File: config.mk
export PLATFORM = sky130hd
export DESIGN_NAME = param_table_sequencer
export DESIGN_NICKNAME = d
export VERILOG_FILES = /design/src/rtl/param_table_sequencer.sv
export SDC_FILE = /design/constraint.sdc
export NUM_CORES = 1
export LEC_CHECK = 0
export CAP_MARGIN = 0
export CORE_ASPECT_RATIO = 0.75
export CORE_MARGIN = 2
export CORE_UTILIZATION = 39
export CTS_BUF_LIST = sky130_fd_sc_hd__clkbuf_16
export CTS_CLUSTER_SIZE = 14
export DETAILED_ROUTE_END_ITERATION = 6
export PLACE_DENSITY = 0.7
export SYNTH_ARGS = -nofsm -noshare
export SYNTH_HDL_FRONTEND = slang
export SYNTH_SLANG_ARGS = --single-unit
File: constraint.sdc
create_clock -name clk -period 1.25 [get_ports clk]
set_input_delay 0.3125 -clock clk [delete_from_list [all_inputs] [get_ports clk]]
set_output_delay 0.3125 -clock clk [all_outputs]
set_load 0.03 [all_outputs]
File: src/rtl/param_table_sequencer.sv
// param_table_sequencer
// Streams the entries of the constant TABLE parameter onto a valid/ready
// output, one entry per transfer. Supports single or looping passes, abort,
// a done pulse and a modulo-256 completed-pass counter.
// Optional: define PARAM_SEQ_CHECKSUM_EN to add an XOR checksum output over
// all transferred entries of the current/most recent pass.
module param_table_sequencer #(
  parameter int WIDTH = 4,
  parameter int DEPTH = 4,
  parameter logic [DEPTH-1:0][WIDTH-1:0] TABLE = {4'hA, 4'h9, 4'h6, 4'h3}
) (
  input  logic                     clk,
  input  logic                     rst_n,
  input  logic                     start,
  input  logic                     abort,
  input  logic                     loop_en,
  output logic                     out_valid,
  input  logic                     out_ready,
  output logic [WIDTH-1:0]         out_data,
  output logic [$clog2(DEPTH)-1:0] out_idx,
  output logic                     busy,
  output logic                     done,
`ifdef PARAM_SEQ_CHECKSUM_EN
  output logic [WIDTH-1:0]         checksum,
`endif
  output logic [7:0]               pass_cnt
);

  localparam int IDXW = $clog2(DEPTH);
  localparam logic [IDXW-1:0] LAST_IDX = IDXW'(DEPTH - 1);

  localparam logic [1:0] S_IDLE = 2'd0;
  localparam logic [1:0] S_RUN  = 2'd1;
  localparam logic [1:0] S_DONE = 2'd2;

  logic [1:0]       r_state;
  logic [1:0]       w_state_nxt;
  logic [IDXW-1:0]  r_idx;
  logic [7:0]       r_pass_cnt;
  // out_data must read 0 after reset even though TABLE[0] may be nonzero;
  // r_loaded gates the table lookup until the first accepted start.
  logic             r_loaded;
  logic [WIDTH-1:0] w_data;
  logic             w_xfer;
  logic             w_last;
  logic             w_start;

  assign w_xfer  = (r_state == S_RUN) & out_ready;
  assign w_last  = (r_idx == LAST_IDX);
  assign w_start = (r_state == S_IDLE) & start & ~abort;
  assign w_data  = r_loaded ? TABLE[r_idx] : '0;

  assign out_valid = (r_state == S_RUN);
  assign busy      = (r_state == S_RUN);
  assign done      = (r_state == S_DONE);
  assign out_data  = w_data;
  assign out_idx   = r_idx;
  assign pass_cnt  = r_pass_cnt;

  // Next-state decode; abort overrides everything
  always_comb begin
    w_state_nxt = r_state;
    if (abort) begin
      w_state_nxt = S_IDLE;
    end else begin
      case (r_state)
        S_IDLE:  if (start) w_state_nxt = S_RUN;
        S_RUN:   if (w_xfer && w_last && !loop_en) w_state_nxt = S_DONE;
        S_DONE:  w_state_nxt = S_IDLE;
        default: w_state_nxt = S_IDLE;
      endcase
    end
  end

  // State register
  always_ff @(posedge clk or negedge rst_n) begin
    if (!rst_n) r_state <= S_IDLE;
    else        r_state <= w_state_nxt;
  end

  // Entry index: reload on start, advance on transfer, wrap when looping.
  // On a non-looping last transfer it holds so IDLE keeps showing the last entry.
  always_ff @(posedge clk or negedge rst_n) begin
    if (!rst_n) begin
      r_idx    <= '0;
      r_loaded <= 1'b0;
    end else if (w_start) begin
      r_idx    <= '0;
      r_loaded <= 1'b1;
    end else if (w_xfer && !abort) begin
      if (!w_last)     r_idx <= r_idx + IDXW'(1);
      else if (loop_en) r_idx <= '0;
    end
  end

  // Completed-pass counter; a pass finishing in the abort cycle still counts
  always_ff @(posedge clk or negedge rst_n) begin
    if (!rst_n)               r_pass_cnt <= 8'd0;
    else if (w_xfer && w_last) r_pass_cnt <= r_pass_cnt + 8'd1;
  end

`ifdef PARAM_SEQ_CHECKSUM_EN
  logic [WIDTH-1:0] r_checksum;
  assign checksum = r_checksum;

  // XOR accumulation over every transferred entry since the last start
  always_ff @(posedge clk or negedge rst_n) begin
    if (!rst_n)       r_checksum <= '0;
    else if (w_start) r_checksum <= '0;
    else if (w_xfer)  r_checksum <= r_checksum ^ w_data;
  end
`endif

endmodule

==> flow_summary.yaml <==
clock_tree:
  clockRootBuffer: "clkbuf_16"
  cts_buffers: 3
  htreeDepth: 1
  cts_hold_buf: 0
  cts_tree: "done"
  clock_sinks: 13
  clockBufferDepth: 2
  path_clk_slew_ns: 0.05
  clk_latency_ns: 0.25
detailed_routing:
  firstDrtPassIters: 4
  vias: 643
  ant_nets: 0
  drc_errors: 0
  avgRoutedWirePerCell_um: 13.7
  routed_via_density: 4.91
  routed_wl_mm: 1.80
  drt_iter0_drc: 10
setup_path:
  rr_startpoint: "out_idx[1]$_DFFE_PN0P_"
  critPathMaxStageDelay_ns: 0.43
  worst-path-buf-inv: 1
  path_class: "register to primary output"
  cp-start-kind: "register"
  path_delay_family: "flip-flops"
  cp-startpoint: "out_idx[0]$_DFFE_PN0P_"
  critPathMaxFanout: 5
  worstPathRequired_ns: 0.94
  crit_chain: "ha_1, and2_4, buf_6"
  critical-path-slowest-cell: "dfrtp_2"
  crit_arrival_ns: 1.14
  end_kind: "primary output"
floorplanning:
  start_util: 0.407
  die-area_um2: 2120
  core_um2: 1690
  io_pins: 23
  fp.dieW_um: 52.5
  die_y_um: 40.4
  fp-row-count: 13
global_routing:
  grt_usage: 0.175
  gr-total-overflow: 0
  grt_pass1_wl_mm: 2.50
  antenna_found_initial: 0
  grt_max_degree: 14
  grt_pass1_vias: 575
timing:
  worstMarginPinSlew_ns: 0.337
  setup_viol: 20
  hold_violations: 0
  hold_ws_ns: 0.389
  max_freq_ghz: 0.689
  timing.final.crit_period_ns: 1.45
  rsz0062_at_grt: "true"
  slew_violations: 0
  finalCritPeriodShare: 1.16
  layout_setup_ws_ns: -0.201
  fin_skew_ns: 0.00654
  relSlewSlack: 0.775
synthesis:
  synth.distinct_cells: 24
  synthesis.area_um2: 688
  yosys.area.top_type: "dfrtp_1"
  synth-edff-count: 0
  seq_area_frac_synth: 0.473
  syn_area_per_cell_um2: 11.1
  ys_warn_count: 0
  synth.top_cells.by_area: "dfrtp_1, ha_1, xnor2_1"
  yosys-top-cells-count: "dfrtp_1, nand2_1, ha_1, nor2b_1, xnor2_1"
  yosys.area.top_type_share: 0.473
  yosysMostFrequentCell: "dfrtp_1"
  synthArstFlopShare: 1.00
  ys_ff_latch: 13
  synthesis.nets: 72
  synthCells: 62
  ys.flop_type: "dfrtp_1"
status:
  violations: "negative setup slack"
  status: "finished with violations"
layout:
  nets: 120
  diodes: 0
  fillers: 108
  post_route_cells_drive_above_1_share: 0.670
  regArea_um2: 333
  fin_util: 0.774
  multi_input_area_um2: 448
  area_delta_synth_final_pct: 90.4
power:
  ir_drop_v: 0.000994
  p_per_area_nw_per_um2: 1150
  p_leak_nw: 0.667
  power_mw: 1.51
job:
  max_cap_viol_count: 0
placement:
  portBuffers: 22
  gp_congestion: 0.721
  hpwl_mm: 1.21
hold_path:
  min_path_type: "input port to asynchronous set/reset pin"
## layout make-up
cell class	instances	share of cell area
sequential	13	0.254
clock buffer	3	0.0573
tap	22	0.0210
timing repair buffer	44	0.314
inverter	3	0.00860
clock inverter	1	0.00287
multi-input combinational	45	0.342
## flip-flops by register name (all words and copies together) (netlist names)
register and cells:
pass_cnt 8, out_idx 2, r_state 2, r_loaded 1
## worst paths after layout
kind | endpoint | slack [ns] | cells past startpoint
max reg2reg | out_idx[1]$_DFFE_PN0P_ | -0.19 | 5
min | pass_cnt[6]$_DFFE_PN0P_ | 0.39 | 2
max | out_data[2] | -0.20 | 3
min reg2reg | pass_cnt[7]$_DFFE_PN0P_ | 0.47 | 1
min in group clk | r_state[1]$_DFFE_PN0P_ | 0.42 | 3
max in group asynchronous | out_idx[0]$_DFFE_PN0P_ | 0.68 | 2
## repair_timing
item	in CTS	in global routing
pin swaps	1	12
endpoints found under the setup margin	18	22
gates resized for setup	19	18
setup buffers	4	4
## report_power, final
part / leakage [nW] / internal (mW) / switching, mW
clock: 0.0423 / 0.422 / 0.176
sequential: 0.165 / 0.447 / 0.0365
combinational: 0.459 / 0.229 / 0.198
total: 0.667 / 1.10 / 0.411
## cell families (layout without fill, tap and decap cells)
kind of cell	after synthesis	after routing	share of synthesized area
compound gates	5	5	0.0418
xor+xnor	7	7	0.0891
fa+ha+maj	4	4	0.0727
buf+inv	4	51	0.0273
flops	13	13	0.473
simple gates	29	29	0.296
## cells in the final DEF (no fill, tap or decap), drive strengths merged
| cell | netlist | layout |
|---|---|---|
| a21oi | 2 | 2 |
| a31o | 1 | 1 |
| and2 | 2 | 2 |
| and2b | 1 | 1 |
| and4b | 1 | 1 |
| buf | 1 | 39 |
| clkbuf | 0 | 3 |
| clkdlybuf4s50 | 0 | 3 |
| dfrtp | 13 | 13 |
| dlygate4sd2 | 0 | 1 |
| dlymetal6s2s | 0 | 1 |
| ha | 4 | 4 |
| inv | 3 | 4 |
| nand2 | 8 | 8 |
| nand3 | 1 | 1 |
| nand4 | 2 | 2 |
| nand4b | 1 | 1 |
| nand4bb | 1 | 1 |
| nor2b | 4 | 4 |
| nor3 | 2 | 2 |
| nor3b | 1 | 1 |
| nor4 | 1 | 1 |
| nor4b | 1 | 1 |
| o21ai | 2 | 2 |
| or2 | 1 | 1 |
| or3 | 2 | 2 |
| xnor2 | 4 | 4 |
| xor2 | 3 | 3 |
## per-stage QoR
step | std cells | TNS, ns | instance area [um2] | setup WS [ns]
finish | 131 | -2.26 | 1310 | -0.201
global route | 131 | -3.09 | 1310 | -0.238
CTS | 127 | -1.98 | 1220 | -0.193
detailed placement | 119 | -3.33 | 1040 | -0.323
global placement | 119 | -3.06 | 1040 | -0.315
floorplan | 62 | -0.476 | 734 | -0.102
## metal layers
| metal | wire length (um) | global-route usage | up-vias | share of wire |
|---|---|---|---|---|
| met2 | 919 | 0.291 | 14 | 0.51 |
| met5 | 0 | 0 | - | 0 |
| li1 | - | - | 309 | - |
| met3 | 71 | 0.0560 | 2 | 0.040 |
| met1 | 786 | 0.213 | 318 | 0.44 |
| met4 | 19 | 0.0769 | 0 | 0.011 |
Power figures use the tool's default switching activity.
